### src/rtl/pipeline_hazard_ctrl.sv
`default_nettype none
// +--------------------------------------------------------------------------+
// | Module      : pipeline_hazard_ctrl                                       |
// | Description : Stall/bubble control for a 5-stage in-order pipeline.     |
// |               Handles memory wait, taken branch flush, load-use and      |
// |               multiply/divide unit (MDU) hazards, and instruction-fetch  |
// |               wait. Contains a small IDLE/BUSY FSM that tracks the MDU.  |
// |               Optional performance counters are enabled by defining the  |
// |               macro PIPE_HAZARD_CTRL_PERF_EN.                            |
// | Revision    : 1.0  initial release                                       |
// +--------------------------------------------------------------------------+
module pipeline_hazard_ctrl #(
    parameter int MUL_CYCLES = 4,
    parameter int DIV_CYCLES = 32
) (
    input  logic        clk,
    input  logic        resetn,
    input  logic [4:0]  id_rs,
    input  logic [4:0]  id_rt,
    input  logic        id_uses_rs,
    input  logic        id_uses_rt,
    input  logic        id_reads_hilo,
    input  logic        id_is_mdu,
    input  logic        ex_is_load,
    input  logic [4:0]  ex_rd,
    input  logic        ex_mdu_start,
    input  logic        ex_mdu_is_div,
    input  logic        branch_taken,
    input  logic        imem_ready,
    input  logic        mem_req,
    input  logic        mem_ready,
    output logic        stall_pc,
    output logic        stall_ifid,
    output logic        bubble_ifid,
    output logic        stall_idex,
    output logic        bubble_idex,
    output logic        stall_exmem,
    output logic        bubble_exmem,
    output logic        stall_memwb,
    output logic        bubble_memwb,
    output logic        mdu_busy,
    output logic [31:0] perf_stall_cycles,
    output logic [31:0] perf_flush_count
);

    localparam logic [0:0] c_IDLE     = 1'b0;
    localparam logic [0:0] c_BUSY     = 1'b1;
    localparam logic [7:0] c_MUL_LOAD = 8'(MUL_CYCLES - 1);
    localparam logic [7:0] c_DIV_LOAD = 8'(DIV_CYCLES - 1);

    logic [0:0] r_state;
    logic [7:0] r_cnt;
    logic       w_mem_wait;
    logic       w_load_use;
    logic       w_mdu_haz;
    logic       w_mdu_busy;

    // MDU appears idle while reset is held, even mid-operation.
    assign w_mdu_busy = resetn & (r_state == c_BUSY);
    assign mdu_busy   = w_mdu_busy;
    assign w_mem_wait = mem_req & ~mem_ready;
    assign w_load_use = ex_is_load & (ex_rd != 5'd0) &
                        ((id_uses_rs & (id_rs == ex_rd)) |
                         (id_uses_rt & (id_rt == ex_rd)));
    assign w_mdu_haz  = (id_reads_hilo | id_is_mdu) & (w_mdu_busy | ex_mdu_start);

    // MDU tracker: accept a new op only when idle and the pipe is advancing;
    // once busy, count down regardless of memory stalls.
    always_ff @(posedge clk) begin
        if (!resetn) begin
            r_state <= c_IDLE;
            r_cnt   <= 8'd0;
        end else if (r_state == c_IDLE) begin
            if (ex_mdu_start && !w_mem_wait) begin
                r_state <= c_BUSY;
                r_cnt   <= ex_mdu_is_div ? c_DIV_LOAD : c_MUL_LOAD;
            end
        end else begin
            if (r_cnt == 8'd0) begin
                r_state <= c_IDLE;
            end else begin
                r_cnt <= r_cnt - 8'd1;
            end
        end
    end

    // Prioritised stall/bubble decode: reset, memory wait, branch flush,
    // data hazards, then fetch wait.
    always_comb begin
        stall_pc     = 1'b0;
        stall_ifid   = 1'b0;
        bubble_ifid  = 1'b0;
        stall_idex   = 1'b0;
        bubble_idex  = 1'b0;
        stall_exmem  = 1'b0;
        bubble_exmem = 1'b0;
        stall_memwb  = 1'b0;
        bubble_memwb = 1'b0;
        if (!resetn) begin
            bubble_ifid  = 1'b1;
            bubble_idex  = 1'b1;
            bubble_exmem = 1'b1;
            bubble_memwb = 1'b1;
        end else if (w_mem_wait) begin
            stall_pc     = 1'b1;
            stall_ifid   = 1'b1;
            stall_idex   = 1'b1;
            stall_exmem  = 1'b1;
            bubble_memwb = 1'b1;
        end else if (branch_taken) begin
            bubble_ifid  = 1'b1;
            bubble_idex  = 1'b1;
        end else if (w_load_use || w_mdu_haz) begin
            stall_pc     = 1'b1;
            stall_ifid   = 1'b1;
            bubble_idex  = 1'b1;
        end else if (!imem_ready) begin
            stall_pc     = 1'b1;
            bubble_ifid  = 1'b1;
        end
    end

`ifdef PIPE_HAZARD_CTRL_PERF_EN
    logic [31:0] r_perf_stall;
    logic [31:0] r_perf_flush;
    logic        w_flush_act;

    // A branch flush only counts when it is not frozen by a memory wait.
    assign w_flush_act = resetn & ~w_mem_wait & branch_taken;

    // Free-running event counters; natural 32-bit wrap.
    always_ff @(posedge clk) begin
        if (!resetn) begin
            r_perf_stall <= 32'd0;
            r_perf_flush <= 32'd0;
        end else begin
            if (stall_pc) begin
                r_perf_stall <= r_perf_stall + 32'd1;
            end
            if (w_flush_act) begin
                r_perf_flush <= r_perf_flush + 32'd1;
            end
        end
    end

    assign perf_stall_cycles = r_perf_stall;
    assign perf_flush_count  = r_perf_flush;
`else
    assign perf_stall_cycles = 32'd0;
    assign perf_flush_count  = 32'd0;
`endif

endmodule
`default_nettype wire

### config.mk
export PLATFORM = sky130hd
export DESIGN_NAME = pipeline_hazard_ctrl
export DESIGN_NICKNAME = d
export VERILOG_FILES = /design/src/rtl/pipeline_hazard_ctrl.sv
export SDC_FILE = /design/constraint.sdc
export NUM_CORES = 1
export LEC_CHECK = 0
export BUFFER_PORTS_ARGS = -buffer_cell sky130_fd_sc_hd__buf_4
export CAP_MARGIN = 40
export CORE_MARGIN = 2
export CORE_UTILIZATION = 35
export DETAILED_ROUTE_END_ITERATION = 16
export PLACE_DENSITY = 0.8
export SYNTH_ARGS = -nofsm -noshare
export SYNTH_HDL_FRONTEND = slang
export SYNTH_SLANG_ARGS = --single-unit
### constraint.sdc
create_clock -name clk -period 3.4 [get_ports clk]
set_input_delay 0.51 -clock clk [delete_from_list [all_inputs] [get_ports clk]]
set_output_delay 0.51 -clock clk [all_outputs]
set_load 0.05 [all_outputs]
==> run summary <==
Run status: finished clean
Layout cells sized above 1: 25.8%
WL per Instance: 9.37 um
Crit path DAT: 1.89 ns
Hold Path Depth: 2
Required time of the critical path: 2.89 ns
Placed Area: 1350 sq um
Yosys top cell by area: buf_4
WS Path Type: reg2out
Period utilisation layout: 70.7%
IO Port Bufs: 36
Site row count: 22
CTS resizes: 0
Fin area: 1400 sq um
Gr ovfl total: 0
Initial DRC count: 21
CTS root buf: clkbuf_8
Post-CTS Setup Bufs: 0
VDD IR max: 103 uV
Final hold violation count: 0
Yosys warnings: 0
Synthesized area per cell: 7.97 sq um
Slowest stage cell on the critical path: dfxtp_1
Seq/Total Area, Yosys: 13.9%
Vias: 989
Detailed placer's ending HPWL: 1.99 mm
Critical register-to-register path startpoint: r_cnt[0]
H-tree lvl count: 1
Routed Antenna Nets: 0
Element type at the critical path end: output port
Die width: 64.9 um
Area Growth Syn to Fin: 7.51%
Post-synthesis instance area: 1300 sq um
Max Freq: 416 MHz
Initial antenna violation count: 0
Number of global-route vias before repair: 782
Top sig layer: met4
Post-route worst setup slack: 0.997 ns
Initial Util: 36.0%
Hold Path Sink: r_cnt[5]
CTS Buf Count: 3
Final setup viols: 0
IO Pins: 102
# hold bufs at CTS: 0
Max stage delay on crit path: 0.46 ns
CP delay by family, top: compound AO/OA/AOI/OAI gates
TritonCTS clock tree: yes
Reg-to-reg setup timing slack: 1.48 ns
Count leader, synth: buf_4
Met1 WL: 944 um
Core Box Area: 3610 sq um
Post-synth ARST share: 0%
Die ar.: 4210 sq um
Fillers: 378
Fin Setup TNS: 0 ns
Synth Instances: 163
Final GP Congestion: 0.714
TritonRoute pass-1 iters: 4
Commonest cells post-synth: buf_4 (67), dfxtp_1 (9), nand2_1 (9), xor2_1 (8), nor2_1 (6)
Largest net degree at the start of global routing: 14
Final min period: 2.40 ns
Hold Crit Class: reg2reg
Die Ht: 64.9 um
Final WL: 2.31 mm
Global-route wire length before repair: 3.48 mm
CTS Sinks: 9
Critical-path cell list: and2_0 > o22ai_1 > a31o_2 > a31o_2 > buf_4
Final Util: 38.7%
CP dominant cell by count: a31o_2
Max Cap Violations: 0
Clock Skew: 0.00332 ns
Placed cell count: 242
Pre-CTS setup slack: 0.998 ns
Synth cell types: 42
Worst-Skew Late Latency: 0.24 ns
Synth top area cells: buf_4 (39%), dfxtp_1 (14%), xor2_1 (5.4%)
Fin nets: 228
Worst r2r path cells: 6
Leak Pwr: 0.717 nW
Met3 WL: 195 um
Worst Path Buf+Inv: 1
Ys flop type: dfxtp_1
Tot GR Track Use: 10.4%
Layout Cells excl Fill: 246
CP Launch Type: flip-flop
CTS clk-pin slew, worst paths: 0.05 ns
Pwr per Cell Area: 436 nW/um^2
Overall Power: 0.609 mW
FF+latch count, synth: 9
Unrepaired setup endpoints after global routing: no
ANT cells: 0
Max FO, Critical Path: 6
Top cell type's share of synthesized area: 38.7%
Vias per cell: 4.02
EDFF count, synth: 0
Longest Clk Path Bufs: 2
Metal2 WL: 1.14 mm
Max Slew Vio Count: 0
Residual DRC: 0
Worst hold start: r_cnt[5]
Hold WS: 0.501 ns
RR Endpoint: r_cnt[0]
==> where the power goes <==
part | switching, mW | internal, mW | leakage (nW)
clock | 0.0446 | 0.0819 | 0.0228
combinational | 0.255 | 0.0896 | 0.620
sequential | 0.0177 | 0.121 | 0.0743
total | 0.317 | 0.292 | 0.717
==> layout by cell type (no fill, tap or decap), types with 2 or more instances in the layout <==
master	instances
or3_1	2
a21oi_1	4
conb_1	65
buf_4	36
o211a_1	2
and2_0	2
nor2b_1	2
clkbuf_8	3
nand2_1	9
nor4_1	2
inv_1	5
o21ai_0	3
nor2_1	6
nand2b_1	2
nand3_1	2
xor2_1	8
o22ai_1	3
or3_4	2
o21a_1	3
xnor2_1	2
a2111o_1	2
o2111ai_1	2
dfxtp_1	9
a31o_2	3
o31ai_1	2
==> sequential cells by signal, summed over array words and instances (netlist names) <==
name,flops
r_cnt,8
r_state,1
==> cell type report <==
type | instances | area (sq um) | area share [%]
inverter | 5 | 18.8 | 1.34
multi-input combinational | 144 | 822 | 58.9
sequential | 9 | 180 | 12.9
timing repair buffer | 36 | 270 | 19.4
clock buffer | 4 | 45.0 | 3.23
tap | 48 | 60.1 | 4.30
==> worst max-delay path by stage <==
| stage | depth (start not counted) | start | slack (ns) | end |
|---|---|---|---|---|
| 2_1_floorplan | 5 | resetn | 0.43 | bubble_idex |
| 3_3_place_gp | 6 | ex_rd[1] | 1.01 | bubble_ifid |
| 3_5_place_dp | 6 | ex_rd[1] | 1.0 | bubble_ifid |
| 4_1_cts | 5 | r_state | 0.99 | bubble_ifid |
| 5_1_grt | 5 | r_state | 0.90 | bubble_ifid |
| 6_report | 5 | r_state | 1.0 | bubble_ifid |
==> layer usage <==
metal,vias to the layer above,track usage (%)
met5,-,0
met4,0,3.99
met3,2,2.95
met2,54,16.4
met1,436,13.4
li1,497,-
==> cell families after synthesis <==
logic type / after synthesis / synth area share, %
adder cells (fa/ha/maj): 1 / 0.963
XOR/XNOR: 10 / 6.74
other: 1 / 0.289
multiplexers: 1 / 0.771
flip-flops: 9 / 13.9
buffers and inverters: 74 / 41.3
AND/OR/NAND/NOR: 36 / 16.3
AO/OA/AOI/OAI: 31 / 19.7
==> worst register-to-register path, delay by kind of cell, from the launching register on <==
family | cells | cell delay [ns]
buffers and inverters | 1 | 0.06
adders and majority gates | 1 | 0.18
and+or+nand+nor | 2 | 0.62
DFF | 1 | 0.33
AOI/OAI and AO/OA | 2 | 0.63
Power figures use the tool's default switching activity.
